<file path="config.mk">
export PLATFORM = sky130hd
export DESIGN_NAME = muldiv_unit
export DESIGN_NICKNAME = d
export VERILOG_FILES = /design/src/rtl/muldiv_unit.sv
export SDC_FILE = /design/constraint.sdc
export NUM_CORES = 1
export LEC_CHECK = 0
export CAP_MARGIN = 40
export CORE_MARGIN = 2
export CORE_UTILIZATION = 40
export CTS_CLUSTER_DIAMETER = 40
export DETAILED_ROUTE_END_ITERATION = 10
export DONT_BUFFER_PORTS = 1
export PLACE_DENSITY_LB_ADDON = 0.12
export SETUP_SLACK_MARGIN = 0.15
export SLEW_MARGIN = 10
export SYNTH_ARGS = -nofsm -noshare
export SYNTH_HDL_FRONTEND = slang
export SYNTH_SLANG_ARGS = --single-unit
</file>
<file path="constraint.sdc">
create_clock -name clk -period 6.2 [get_ports clk]
set_input_delay 0.93 -clock clk [delete_from_list [all_inputs] [get_ports clk]]
set_output_delay 0.93 -clock clk [all_outputs]
set_load 0.02 [all_outputs]
</file>
<file path="src/rtl/muldiv_unit.sv">
// Iterative RV32M multiply/divide: radix-2 shift-add / restoring divide, XLEN+1 cycles start-to-done (1 for div-by-zero/overflow).
// Backpressure: stall holds the front of the pipe from the accepting cycle until done; flush aborts at any point.
module muldiv_unit #(
  parameter int XLEN = 32
) (
  input  logic            clk,
  input  logic            rst,
  input  logic            start,
  input  logic [2:0]      funct3,
  input  logic [XLEN-1:0] op_a,
  input  logic [XLEN-1:0] op_b,
  input  logic            flush,
  output logic            stall,
  output logic            done,
  output logic [XLEN-1:0] result
);

  localparam int CW = $clog2(XLEN) + 1;
  localparam logic [XLEN-1:0] MIN_VAL = {1'b1, {(XLEN-1){1'b0}}};

  typedef enum logic [1:0] {IDLE, BUSY, DONE} state_t;

  state_t            state;
  logic [CW-1:0]     cnt;
  logic [2:0]        fn;
  logic [XLEN-1:0]   mcand;
  logic [2*XLEN-1:0] acc;
  logic              neg_res;
  logic              neg_rem;
  logic              done_q;

  // Operand decode on the incoming instruction
  logic            is_div, a_signed, b_signed, sa, sb;
  logic [XLEN-1:0] mag_a, mag_b;
  logic            div_zero, div_ovf;
  logic [XLEN-1:0] fast_val;

  always_comb begin
    is_div   = funct3[2];
    a_signed = (funct3 == 3'b001) || (funct3 == 3'b010) || (funct3 == 3'b100) || (funct3 == 3'b110);
    b_signed = (funct3 == 3'b001) || (funct3 == 3'b100) || (funct3 == 3'b110);
    sa       = a_signed & op_a[XLEN-1];
    sb       = b_signed & op_b[XLEN-1];
    mag_a    = sa ? -op_a : op_a;
    mag_b    = sb ? -op_b : op_b;
    div_zero = is_div && (op_b == '0);
    div_ovf  = is_div && !funct3[0] && (op_a == MIN_VAL) && (op_b == '1);
    fast_val = '0;
    if (div_zero)
      fast_val = funct3[1] ? op_a : '1;
    else if (div_ovf)
      fast_val = funct3[1] ? '0 : MIN_VAL;
  end

  // One iteration of the datapath; acc holds {hi, lo} = {product hi, multiplier} or {remainder, quotient}
  logic [XLEN:0]     mul_sum;
  logic [XLEN:0]     rem_sh;
  logic [XLEN:0]     diff;
  logic [2*XLEN-1:0] acc_nxt;

  always_comb begin
    mul_sum = {1'b0, acc[2*XLEN-1:XLEN]} + (acc[0] ? {1'b0, mcand} : '0);
    rem_sh  = acc[2*XLEN-1:XLEN-1];
    diff    = rem_sh - {1'b0, mcand};
    if (fn[2]) begin
      if (!diff[XLEN])
        acc_nxt = {diff[XLEN-1:0], acc[XLEN-2:0], 1'b1};
      else
        acc_nxt = {rem_sh[XLEN-1:0], acc[XLEN-2:0], 1'b0};
    end else begin
      acc_nxt = {mul_sum, acc[XLEN-1:1]};
    end
  end

  // Sign fix-up and result select on the final iteration's output
  logic [2*XLEN-1:0] prod;
  logic [XLEN-1:0]   quo, rem, final_val;

  always_comb begin
    prod = neg_res ? -acc_nxt : acc_nxt;
    quo  = neg_res ? -acc_nxt[XLEN-1:0] : acc_nxt[XLEN-1:0];
    rem  = neg_rem ? -acc_nxt[2*XLEN-1:XLEN] : acc_nxt[2*XLEN-1:XLEN];
    case (fn)
      3'b000:                 final_val = prod[XLEN-1:0];
      3'b001, 3'b010, 3'b011: final_val = prod[2*XLEN-1:XLEN];
      3'b100, 3'b101:         final_val = quo;
      default:                final_val = rem;
    endcase
  end

  always_ff @(posedge clk) begin
    if (rst) begin
      state   <= IDLE;
      cnt     <= '0;
      fn      <= '0;
      mcand   <= '0;
      acc     <= '0;
      neg_res <= 1'b0;
      neg_rem <= 1'b0;
      done_q  <= 1'b0;
      result  <= '0;
    end else if (flush) begin
      state  <= IDLE;
      cnt    <= '0;
      done_q <= 1'b0;
    end else begin
      case (state)
        IDLE: begin
          done_q <= 1'b0;
          if (start) begin
            fn      <= funct3;
            mcand   <= is_div ? mag_b : mag_a;
            acc     <= {{XLEN{1'b0}}, (is_div ? mag_a : mag_b)};
            neg_res <= sa ^ sb;
            neg_rem <= sa;
            cnt     <= CW'(XLEN);
            if (div_zero || div_ovf) begin
              result <= fast_val;
              done_q <= 1'b1;
              state  <= DONE;
            end else begin
              state <= BUSY;
            end
          end
        end
        BUSY: begin
          acc <= acc_nxt;
          cnt <= cnt - 1'b1;
          if (cnt == CW'(1)) begin
            result <= final_val;
            done_q <= 1'b1;
            state  <= DONE;
          end
        end
        DONE: begin
          // start may still be high here: it is the same instruction moving on
          done_q <= 1'b0;
          cnt    <= '0;
          state  <= IDLE;
        end
        default: begin
          done_q <= 1'b0;
          state  <= IDLE;
        end
      endcase
    end
  end

  assign stall = ((state == IDLE) && start && !flush) || (state == BUSY);
  assign done  = done_q && !flush;

endmodule

</file>
Yosys cells after proc, flatten, opt, wreduce, memory -nomap -nowiden
Index checks and enable logic that the tools add are counted.
Word-level totals
  register bits after elaboration: 142
Cells by class
  bitwise gates (word level): 4
  equal/unequal tests: 17
  add/subtract/negate cells: 8
  multiplexer cells: 31
  reduce and logical (&&, ||, !) cells: 29
Operator list (count)
  two-way mux 32 bit: 14
  two-way mux 64 bit: 4
  negation 32 bit: 4
  one-hot mux 64 bit (2 select lines): 1
  one-hot mux 32 bit (3 select lines): 1
  equality test 32 bit, second input constant: 2
  negation 64 bit: 1
  one-hot mux 32 bit (2 select lines): 1
  adder 32 x 32 -> 33 bit: 1
  subtractor 33 x 32 -> 33 bit: 1
  zero test 32 bit: 1
  one-hot mux 6 bit (3 select lines): 1
  equality test 3 bit, second input constant: 4
  equality test 3 x 2 -> 1 bit, second input constant: 3
  logical AND 1 bit: 7
  logical OR 1 bit: 7
  equality test 3 x 1 -> 1 bit, second input constant: 2
  equality test 6 x 1 -> 1 bit, second input constant: 1
  two-way mux 2 bit: 3
  two-way mux 6 bit: 1
  != test 2 bit, second input constant: 3
  AND reduction 3 bit: 2
  subtractor 6 x 1 -> 6 bit, second input constant: 1
  AND reduction 5 bit: 1
  other kinds (16): 22

Longest topological paths before layout
  depth after elaboration: 9
  depth in mapped cells: 24
  gate-level depth less buffers: 23

Worst setup path after synthesis
Ideal clock, no wire load.
  kind: reg-to-reg
  start point: reg acc[31]
  end point: reg result[30]
  clock period less this slack: 5.145 ns
  cell stages (with the launch flop): 25
  arrival time: 5.032 ns
  data required time: 6.088 ns
  setup slack: 1.055 ns
  buffers on the path: 1
  path through: dfxtp_1 > inv_1 > ha_1 > inv_1 > fa_1 > a211oi_1 > o31a_1 > a21o_1 > a21oi_4 > mux2i_2 > clkbuf_1 > nor3_1 > a21oi_1 > ha_1 > nand2_1 > nor2_1 > nand2_1 > nor2_1 > nand2_1 > nor4_1 > nand3_1 > o41ai_1 > xor2_1 > a221oi_1 > a2111oi_1
On the way
  cells in the longest elaborated chain, start to end: 8
  elaborated cells on any way between the ends: 12
  classes of those cells: add/sub: 4; mux: 8
RTL lines
  start, declared: RTL line 27  | logic [2*XLEN-1:0] acc;
  start signal, assigned: RTL line 113  | acc <= {{XLEN{1'b0}}, (is_div ? mag_a : mag_b)};
  start signal, assigned: RTL line 127  | acc <= acc_nxt;
  subtractor 33 x 32 -> 33 bit: RTL line 64  | diff = rem_sh - {1'b0, mcand};
  two-way mux 64 bit: RTL line 66  | if (!diff[XLEN])
  two-way mux 64 bit *: RTL line 65  | if (fn[2]) begin
  negation 64 bit (tied with other cells): RTL line 80  | prod = neg_res ? -acc_nxt : acc_nxt;
  two-way mux 64 bit (tied with other cells): RTL line 80
  one-hot mux 32 bit (3 select lines) *: RTL line 83  | case (fn)
  two-way mux 32 bit *: RTL line 129  | if (cnt == CW'(1)) begin
  one-hot mux 32 bit (2 select lines) *: RTL line 107  | case (state)
  end signal, assigned: RTL line 118  | result <= fast_val;
  end signal, assigned: RTL line 130  | result <= final_val;
  end, declared: RTL line 15  | output logic [XLEN-1:0] result
Mark *: on every way between the ends. The rest lies on a longest branch, timed or not. The select of a mux whose other input is x is not followed.
A chain may end at the register's enable or synchronous reset.

Worst setup path in the final report
  start point: reg acc[31]
  end point: reg result[26]
Same word-level chain as after synthesis.

==> impl_metrics.env <==
export IMPL_routedWlPerCell_um=25.5
export IMPL_drt_initial_drc_count=1952
export IMPL_final_nets=2384
export IMPL_viasPerCell=6.38
export IMPL_grt_max_degree=139
export IMPL_cts_tree="yes"
export IMPL_slowest_stage="or4_1"
export IMPL_min_period_over_period=0.924
export IMPL_gp_congestion=0.964
export IMPL_p_leak_nw=6.36
export IMPL_async_reset_ff_frac=0
export IMPL_fin_cells=2777
export IMPL_synth_cells=2301
export IMPL_max_freq_mhz=175
export IMPL_synthTopCellsByArea="dfxtp_1 (18%), nor2_1 (7.2%), xnor2_1 (5.9%)"
export IMPL_outcome="complete, no violations"
export IMPL_critPathArrivalTime_ps=6080
export IMPL_yosys_area_top_type="dfxtp_1"
export IMPL_wl_met3_um=6830
export IMPL_cts_resized=0
export IMPL_core_rowCount=73
export IMPL_die_h_um=204
export IMPL_synthTopCellsByCount="nor2_1 (306), nand2_1 (223), a21oi_1 (177)"
export IMPL_hpwl_um=55500
export IMPL_drive_gt1_frac=0.0694
export IMPL_holdCritPathClass="flip-flop to flip-flop"
export IMPL_critPathMaxFanout=15
export IMPL_drv_cap=0
export IMPL_ys_seq_elements=142
export IMPL_synthFlopType="dfxtp_1"
export IMPL_crit_type="flip-flop to flip-flop"
export IMPL_cp_top_family="compound AO/OA/AOI/OAI gates"
export IMPL_cts_sinks=142
export IMPL_syn_num_nets=2449
export IMPL_rsz0062_at_grt="false"
export IMPL_crit_buf_inv=4
export IMPL_grtUsageTotal=0.338
export IMPL_drtAntennaViolNets=0
export IMPL_critPathRequiredTime_ps=6550
export IMPL_die_w_um=204
export IMPL_synth_warning_count=0
export IMPL_top_layer_used="met5"
export IMPL_drcViolationCount=0
export IMPL_start_kind="flip-flop"
export IMPL_p_per_area_mw_per_mm2=195
export IMPL_pin_count=105
export IMPL_cts_setup_buffers=0
export IMPL_grt_pass1_wl_um=105000
export IMPL_initial_utilization=0.403
export IMPL_root_buffer="clkbuf_16"
export IMPL_cp_cell_sequence="inv_1 -> ha_1 -> inv_1 -> fa_1 -> a211oi_1 -> o31a_1 -> a21o_1 -> a21oi_4 -> mux2i_2 -> buf_4 -> nor2_2 -> buf_4 -> o22ai_1 -> a21o_1 -> or4_1 -> o41ai_1 -> xnor2_1 -> a221oi_1 -> a2111oi_0"
export IMPL_holdWs_ps=470
export IMPL_maxSlewViolCount=0
export IMPL_finalClockSkew_ps=14.3
export IMPL_synth_area_per_cell_um2=6.93
export IMPL_htree_levels=4
export IMPL_clk_latency_ps=470
export IMPL_setup_viol=0
export IMPL_dp_cells=2742
export IMPL_finalHoldViolCount=0
export IMPL_tightest_slew_ps=1020
export IMPL_cts_clk_slew_worst_paths_ps=70
export IMPL_routedLengthMet1_um=30400
export IMPL_vias=17700
export IMPL_syn2layout_area_growth_pct=7.49
export IMPL_grt_pass1_vias=16400
export IMPL_grt_overflow=0
export IMPL_grt_antenna_before_repair=6
export IMPL_clk_path_buf_depth=2
export IMPL_fillers=4162
export IMPL_port_buffers=0
export IMPL_wl_met2_um=30800
export IMPL_synth_seq_area_share=0.178
export IMPL_synth_most_common_cell="nor2_1"
export IMPL_fin_setup_tns_ps=0
export IMPL_synth_top_area_frac=0.178
export IMPL_max_stage_delay_ps=670
export IMPL_slew_headroom=0.310
export IMPL_synth_area_mm2=0.0159
export IMPL_ir_worst_vdd_mv=0.150
export IMPL_dieArea_mm2=0.0415
export IMPL_yosys_cell_types_count=89
export IMPL_synth_edf_count=0
export IMPL_dpl_cell_area_mm2=0.0165
export IMPL_core_mm2=0.0395
export IMPL_ctsHoldBuffers=0
export IMPL_crit_path_end_kind="flip-flop"
export IMPL_dr_pass1_iters=5
export IMPL_finalWirelength_um=70900
export IMPL_cts_buffers=17
export IMPL_finalCriticalPeriod_ps=5730
export IMPL_fin_area_mm2=0.0171
## cell usage in the layout, fill, tap and decap left out, types with 14 or more instances in the layout
cell type	instances
nand2b_1	27
o21a_1	15
clkbuf_16	17
o211ai_1	38
mux2i_1	48
a211oi_1	54
or2_2	23
nor2_1	305
inv_1	81
and2_1	52
buf_4	54
a22oi_1	29
xor2_1	77
nor3_1	71
ha_1	74
nand3_1	32
nand2_1	222
dfxtp_1	140
nand4_1	31
a21oi_1	176
a31oi_1	28
xnor2_1	108
o41ai_1	14
o21ai_0	136
o31ai_1	34
nor4_1	26
and3_1	16
or3_1	23
a21o_1	26
a311oi_1	40
## flip-flops by register name (all words and copies together), names as in the netlist
register and count:
state 2, fn 3, cnt 6, acc 64, neg_res 1, done_q 1
neg_rem 1, result 32, mcand 32
## final timing paths
| kind | start | end | slack, ps | cells after the start |
|---|---|---|---|---|
| max reg2reg | acc[31] | result[26] | 470 | 19 |
| min reg2reg | mcand[1] | mcand[1] | 470 | 2 |
| max | acc[31] | result[26] | 470 | 19 |
| min | mcand[1] | mcand[1] | 470 | 2 |
## power by group
| part | switching (W) | internal (W) | total, W |
|---|---|---|---|
| sequential | 0.0000629 | 0.000959 | 0.00102 |
| combinational | 0.000817 | 0.000408 | 0.00122 |
| clock | 0.000476 | 0.000626 | 0.00110 |
| total | 0.00136 | 0.00199 | 0.00335 |
## metal layers
metal,vias up,track usage
li1,8296,-
met2,802,0.514
met3,140,0.0860
met1,8481,0.453
met4,8,0.139
met5,-,0
## through the flow
step | power (W) | setup slack [ps] | utilization
floorplan | 0.00186 | 1060 | -
global placement | 0.00223 | 709 | 0.417
detailed placement | 0.00223 | 647 | 0.418
CTS | 0.00333 | 603 | 0.433
global route | 0.00349 | 187 | 0.433
finish | 0.00335 | 470 | 0.433
## area by class of cell
cell class,count,area [um2],area share
Antenna cell,3,7.51,0.000438
Clock buffer,20,467,0.0272
Clock inverter,12,136,0.00796
Inverter,85,319,0.0186
Multi-Input combinational cell,1930,12300,0.715
Sequential cell,142,2850,0.166
Tap cell,525,657,0.0383
Timing Repair Buffer,60,448,0.0261
## tightest hold or removal path: cells and delay by family (launching register included)
| kind | cells | cell delay, ps |
|---|---|---|
| flip-flops | 1 | 320 |
| AND/OR/NAND/NOR | 1 | 50 |
| AO/OA/AOI/OAI | 1 | 50 |
## cells by family after synthesis
| kind of cell | synth area share |
|---|---|
| buf+inv | 0.0548 |
| xor+xnor | 0.102 |
| flops | 0.178 |
| simple gates | 0.263 |
| compound gates | 0.304 |
| mux | 0.0369 |
| fa+ha+maj | 0.0614 |
Note: power is estimated with default switching activity, not from simulation.
